**src/rtl/sample_packetizer.sv**
```systemverilog
// rtl/sample_packetizer.sv - chops a raw sample stream into SPP-sized packets with eob/timeout early close
module sample_packetizer #(
  parameter int WIDTH         = 32,
  parameter int SPP_WIDTH     = 16,
  parameter int TIMEOUT_WIDTH = 16
) (
  input  logic                     ce_clk,
  input  logic                     ce_rst,
  input  logic                     clear,
  input  logic [SPP_WIDTH-1:0]     spp,
  input  logic [TIMEOUT_WIDTH-1:0] timeout,
  input  logic [WIDTH-1:0]         i_tdata,
  input  logic                     i_teob,
  input  logic                     i_tvalid,
  output logic                     i_tready,
  output logic [WIDTH-1:0]         o_tdata,
  output logic                     o_tlast,
  output logic                     o_teob,
  output logic                     o_tvalid,
  input  logic                     o_tready,
  output logic [31:0]              pkt_count,
  output logic [31:0]              short_pkt_count
);

  logic                     hold_valid_q, hold_valid_d;
  logic [WIDTH-1:0]         hold_data_q, hold_data_d;
  logic                     hold_eob_q, hold_eob_d;
  logic                     hold_final_q, hold_final_d;
  logic                     timed_out_q, timed_out_d;
  logic [SPP_WIDTH-1:0]     idx_q, idx_d;
  logic [SPP_WIDTH-1:0]     spp_q, spp_d;
  logic [TIMEOUT_WIDTH-1:0] timer_q, timer_d;
  logic [31:0]              pkt_count_q, pkt_count_d;
  logic [31:0]              short_q, short_d;

  logic                     out_hs, accept, close;
  logic [SPP_WIDTH-1:0]     spp_eff, spp_cur, idx_base, idx_new;
  logic [TIMEOUT_WIDTH-1:0] timer_inc;

  assign spp_eff  = (spp == '0) ? SPP_WIDTH'(1) : spp;
  // A non-final held sample is only released once its successor shows up,
  // so the successor decides whether it was last.
  assign o_tvalid = hold_valid_q & ~clear & (i_tvalid | hold_final_q | timed_out_q);
  assign o_tdata  = hold_data_q;
  assign o_tlast  = hold_final_q | timed_out_q;
  assign o_teob   = hold_eob_q & o_tlast;
  assign out_hs   = o_tvalid & o_tready;
  assign i_tready = ~hold_valid_q | out_hs;
  assign accept   = i_tvalid & i_tready;
  assign close    = out_hs & o_tlast;

  assign idx_base  = close ? '0 : idx_q;
  assign idx_new   = idx_base + SPP_WIDTH'(1);
  assign spp_cur   = (idx_base == '0) ? spp_eff : spp_q;
  assign timer_inc = timer_q + TIMEOUT_WIDTH'(1);

  assign pkt_count       = pkt_count_q;
  assign short_pkt_count = short_q;

  always_comb begin
    hold_valid_d = hold_valid_q;
    hold_data_d  = hold_data_q;
    hold_eob_d   = hold_eob_q;
    hold_final_d = hold_final_q;
    timed_out_d  = timed_out_q;
    idx_d        = idx_q;
    spp_d        = spp_q;
    timer_d      = timer_q;
    pkt_count_d  = pkt_count_q;
    short_d      = short_q;

    if (accept) begin
      hold_valid_d = 1'b1;
      hold_data_d  = i_tdata;
      hold_eob_d   = i_teob;
      hold_final_d = (idx_new == spp_cur) | i_teob;
      timed_out_d  = 1'b0;
      idx_d        = idx_new;
      if (idx_base == '0) spp_d = spp_cur;
    end else if (out_hs) begin
      hold_valid_d = 1'b0;
      hold_eob_d   = 1'b0;
      hold_final_d = 1'b0;
      timed_out_d  = 1'b0;
      idx_d        = idx_base;
    end

    // Any upstream activity restarts the idle window; a sample in the
    // expiry cycle therefore beats the timeout.
    if (i_tvalid | ~hold_valid_q) begin
      timer_d = '0;
    end else if (~hold_final_q & ~timed_out_q & (timeout != '0)) begin
      timer_d = timer_inc;
      if (timer_inc == timeout) timed_out_d = 1'b1;
    end

    if (close) begin
      pkt_count_d = pkt_count_q + 32'd1;
      if (idx_q < spp_q) short_d = short_q + 32'd1;
    end
  end

  always_ff @(posedge ce_clk or posedge ce_rst) begin
    if (ce_rst) begin
      hold_valid_q <= 1'b0;
      hold_data_q  <= '0;
      hold_eob_q   <= 1'b0;
      hold_final_q <= 1'b0;
      timed_out_q  <= 1'b0;
      idx_q        <= '0;
      spp_q        <= '0;
      timer_q      <= '0;
      pkt_count_q  <= '0;
      short_q      <= '0;
    end else if (clear) begin
      hold_valid_q <= 1'b0;
      hold_data_q  <= '0;
      hold_eob_q   <= 1'b0;
      hold_final_q <= 1'b0;
      timed_out_q  <= 1'b0;
      idx_q        <= '0;
      spp_q        <= '0;
      timer_q      <= '0;
      pkt_count_q  <= '0;
      short_q      <= '0;
    end else begin
      hold_valid_q <= hold_valid_d;
      hold_data_q  <= hold_data_d;
      hold_eob_q   <= hold_eob_d;
      hold_final_q <= hold_final_d;
      timed_out_q  <= timed_out_d;
      idx_q        <= idx_d;
      spp_q        <= spp_d;
      timer_q      <= timer_d;
      pkt_count_q  <= pkt_count_d;
      short_q      <= short_d;
    end
  end

endmodule

```
**config.mk**
```make
export PLATFORM = sky130hd
export DESIGN_NAME = sample_packetizer
export DESIGN_NICKNAME = d
export VERILOG_FILES = /design/src/rtl/sample_packetizer.sv
export SDC_FILE = /design/constraint.sdc
export NUM_CORES = 1
export LEC_CHECK = 0
export CORE_MARGIN = 5
export CORE_UTILIZATION = 42
export DETAILED_ROUTE_END_ITERATION = 10
export PLACE_DENSITY = 0.67
export RECOVER_POWER = 25
export SYNTH_ARGS = -nofsm -noshare
export SYNTH_HDL_FRONTEND = slang
export SYNTH_SLANG_ARGS = --single-unit
```
**constraint.sdc**
```tcl
create_clock -name ce_clk -period 6.23 [get_ports ce_clk]
set_clock_uncertainty 0.15 [all_clocks]
set_input_delay 0.623 -clock ce_clk [delete_from_list [all_inputs] [get_ports ce_clk]]
set_output_delay 0.623 -clock ce_clk [all_outputs]
set_load 0.02 [all_outputs]
```
Word-level counts from Yosys, hierarchy flattened. Cells that the tools add are included.

Register bits after elaboration: 148. Input port bits: 70. Output and inout bits: 100. Word-level logic and storage cells: 78.

Add/sub/neg operators: 4. $lt $le $gt $ge: 1. Equal/unequal tests: 2. Mux-type cells: 32. Bitwise logic cells: 18. Reductions and logical operators: 11.

Operators by type and width (count): two-way mux 32 bit (7); two-way mux 16 bit (12); adder 32 x 1 -> 32 bit (second input constant) (2); adder 16 x 1 -> 16 bit (second input constant) (2); == test 16 bit (2); logical NOT 16 bit (2); less-than comparator 16 bit (1); nonzero test 16 bit (1); two-way mux 1 bit (13); AND 1 bit (8); nonzero test 2 bit (4); OR 1 bit (6); nonzero test 3 bit (2); inverter 1 bit (4); AND reduction 2 bit (2).

Longest topological paths before layout.
Depth in word-level cells: 12. Gate-level depth with buffers: 12. Mapped depth without buffers: 10.

Worst setup path after synthesis. Ideal clock, no wire load.

Path type: input to register. Start: in clear. End: reg short_q[17], in the netlist short_pkt_count[17]. Setup time: 0.140 ns. Arrival time: 2.567 ns. Data required time: 5.940 ns. Slack: 3.374 ns. Cell stages on the path: 11. Path through: nand2b_1 or2_1 buf_2 nor2_1 o211ai_2 or2_1 clkbuf_1 a21o_1 buf_2 o311ai_0 o41ai_1.

Longest elaborated chain between the ends: 7. Elaborated cells on any way between the ends: 9.

Ends and longest elaborated chain: start, declared (line 9) `input logic clear,`; inverter 1 bit (line 43) `assign o_tvalid = hold_valid_q & ~clear & (i_tvalid | hold_final_q | timed_out_q);`; AND 1 bit (2 in a row) (line 43); AND 1 bit (line 47) `assign out_hs = o_tvalid & o_tready;`; AND 1 bit (line 50) `assign close = out_hs & o_tlast;`; nonzero test 2 bit (no line); AND reduction 2 bit (no line); end signal, assigned (line 136) `short_q <= short_d;`; end, declared (line 34) `logic [31:0] short_q, short_d;`.

Parallel ways exist; a longest one is shown, timed or not. A chain may end at the register's enable or synchronous reset.

Final worst setup path.
Start: in o_tready. End: reg short_q[31], in the netlist short_pkt_count[31].

Longest elaborated chain between the ends: 4.

Ends and longest elaborated chain: start, declared (line 20) `input logic o_tready,`; AND 1 bit (line 47); AND 1 bit (line 50); nonzero test 2 bit (no line); AND reduction 2 bit (no line).

Every way passes these cells.

==> qor.yml <==
clkSinkCount: 148
dieWidth_um: 152
finalSetupTns_ns: 0
peakVddDrop_mv: 0.165
io_pins: 170
r2r_slack_ns: 2.89
grt_overflow: 0
die_y_um: 152
netlist_area_mm2: 0.00847
postCtsSetupBuffers: 0
worstSetupStartpointType: "input port"
power_switching_w: 0.000631
antenna_found_initial: 0
async_flop_share: 1.00
cts_resized: 0
synth_top_area_frac: 0.437
routedWlPerCell_um: 16.3
slowest_stage: "dlygate4sd3_1"
synth.most_common_cell: "nand2_1"
worst_pin_slew_ns: 1.11
final_util: 0.545
p_clk_frac: 0.441
fin_nets: 1220
cts_tree: "done"
p_per_area_mw_per_mm2: 211
area_growth_pct: 29.0
drive_above_1_share: 0.0541
grt_pass1_vias: 7411
start_util: 0.423
syn_nets: 1078
status: "finished clean"
hold_path.class: "reg2reg"
wirelength_um: 23100
drt-vias-per-instance: 5.40
p_seq_frac: 0.434
slew_viol_final: 0
synth_area_leader_cell: "dfrtp_1"
ys_seq_elements: 148
core_area_mm2: 0.0200
cp_max_fo: 26
cp_slowest_stage_delay_ns: 0.62
netlist_instances: 990
hold_viol_final: 0
p_sw_frac: 0.274
drc_errors: 0
clockRootBuffer: "clkbuf_16"
yosysWarnings: 0
finalCritPeriodShare: 0.556
globalplace.congestion: 0.851
reg2regPathDepth: 8
internal_power_w: 0.00167
ys_top_cells_by_count: "nand2_1, dfrtp_1, a21oi_1, nor2_1, o21ai_0"
row_count: 52
synth_area_leaders: "dfrtp_1, nand2_1, a21oi_1, xnor2_1, xor2_1"
cts_made_buffers: 17
clock.fmax_mhz: 289
rsz0062_at_grt: "false"
grt_pass1_wl_um: 38900
p_leak_nw: 4.32
final.min_clock_period_ns: 3.46
drtIter0Drc: 437
yosys.cell_types.count: 62
slew_headroom: 0.260
crit_path_end: "short_pkt_count[31]"
cts_htree_levels: 4
track_usage: 0.201
insertion_delay_ns: 0.43
ctsLongestPathBuffers: 2
reg2reg_to: "hold_final_q"
ant_nets: 0
hold_buffers: 0
synth-main-ff-cell: "dfrtp_1"
crit_chain: "dlygate4sd3_1 > o21ai_0 > or2_1 > buf_4 > nor2_1 > o211ai_2 > or2_1 > a21o_1 > or4_1 > a21oi_1"
io_buffers: 169
antenna_cells: 0
setup_violations: 0
path_class: "in2reg"
vias: 7640
grt_max_degree: 107
comb_power_share: 0.125
worstPathRequired_ns: 6.42
synth_edf_count: 0
maxCapViolations: 0
critical_path.most_common_cell: "or2_1"
worstPathArrival_ns: 3.65
critPathLaunch: "o_tready"
dr.pass1.iters: 4
die_area_mm2: 0.0231
ys_seq_area_frac: 0.437
hpwl_um: 16200
clk_pin_slew_ns: 0.06
end_kind: "flip-flop"
reg2reg_from: "idx_q[13]"
avgSynthCellArea_um2: 8.55
-- critical path: cells and delay by family --
family / cells / cell delay, ns
buffers and inverters: 2 / 0.84
AOI/OAI and AO/OA: 4 / 0.90
and+or+nand+nor: 4 / 1.28
-- metal layers --
metal  up-vias  global-route usage  part of all wire
met2       172               0.316              0.48
met4         0              0.0604             0.019
met1      3680               0.280              0.46
met3        35              0.0432             0.041
met5         -                   0                 0
li1       3753                   -                 -
-- power by group through the flow --
stage	sequential [W]	combinational (W)	clock (W)
finish	0.00100	0.000288	0.00101
global route	0.00100	0.000320	0.00108
CTS	0.00100	0.000291	0.00104
detailed placement	0.00102	0.000289	0
global placement	0.00102	0.000287	0
floorplan	0.00103	0.000153	0
-- layout by cell type (no fill, tap or decap), types with 20 or more instances in the layout --
cell	n
xnor2_1	46
or3_1	26
nor2_1	87
nand3_1	34
nand4_1	22
a21oi_1	96
nor3_1	20
dfrtp_1	148
nand2_1	159
clkdlybuf4s50_1	166
inv_1	35
xor2_1	43
o21ai_0	51
-- metrics by stage --
step | hold WS (ns) | power [W] | cell area, µm² | instances | setup WS [ns]
after floorplan | 0.314 | 0.00118 | 8470 | 990 | 1.48
after global placement | 0.342 | 0.00130 | 10300 | 1383 | 2.55
after detailed placement | 0.339 | 0.00131 | 10300 | 1383 | 2.46
after CTS | 0.353 | 0.00233 | 10900 | 1415 | 2.93
after global routing | 0.362 | 0.00240 | 10900 | 1415 | 2.45
final | 0.355 | 0.00230 | 10900 | 1415 | 2.77
-- sequential cells by signal, indices dropped and copies added, names as in the netlist --
name,count
o_tdata,32
pkt_count,32
short_pkt_count,32
idx_q,16
spp_q,16
timer_q,16
hold_eob_q,1
hold_final_q,1
hold_valid_q,1
timed_out_q,1
-- final cells by class --
type,instances,area (µm²)
flip-flops and latches,148,3700
multi-input cells,752,4410
inverters,36,140
clock inverters,14,140
well taps,270,338
clock buffers,18,439
repair buffers,177,1750
fillers,1953,9110
-- how the worst min path moves through the flow --
stage / endpoint / slack [ns] / cells past startpoint / from
floorplan: hold_eob_q / 0.31 / 1 / hold_eob_q
global placement: hold_eob_q / 0.34 / 1 / hold_eob_q
detailed placement: hold_eob_q / 0.34 / 1 / hold_eob_q
CTS: pkt_count[9] / 0.35 / 2 / clear
global route: pkt_count[9] / 0.36 / 2 / clear
finish: hold_eob_q / 0.36 / 1 / hold_eob_q
-- cell families (layout without fill, tap and decap cells) --
kind of cell	after synthesis	in the layout	share of synthesized area
flops	148	148	0.437
fa+ha+maj	18	18	0.0266
buf+inv	90	245	0.0411
mux	10	10	0.0121
compound gates	210	210	0.147
simple gates	425	425	0.243
xor+xnor	89	89	0.0921
(Power assumes the default switching activity.)
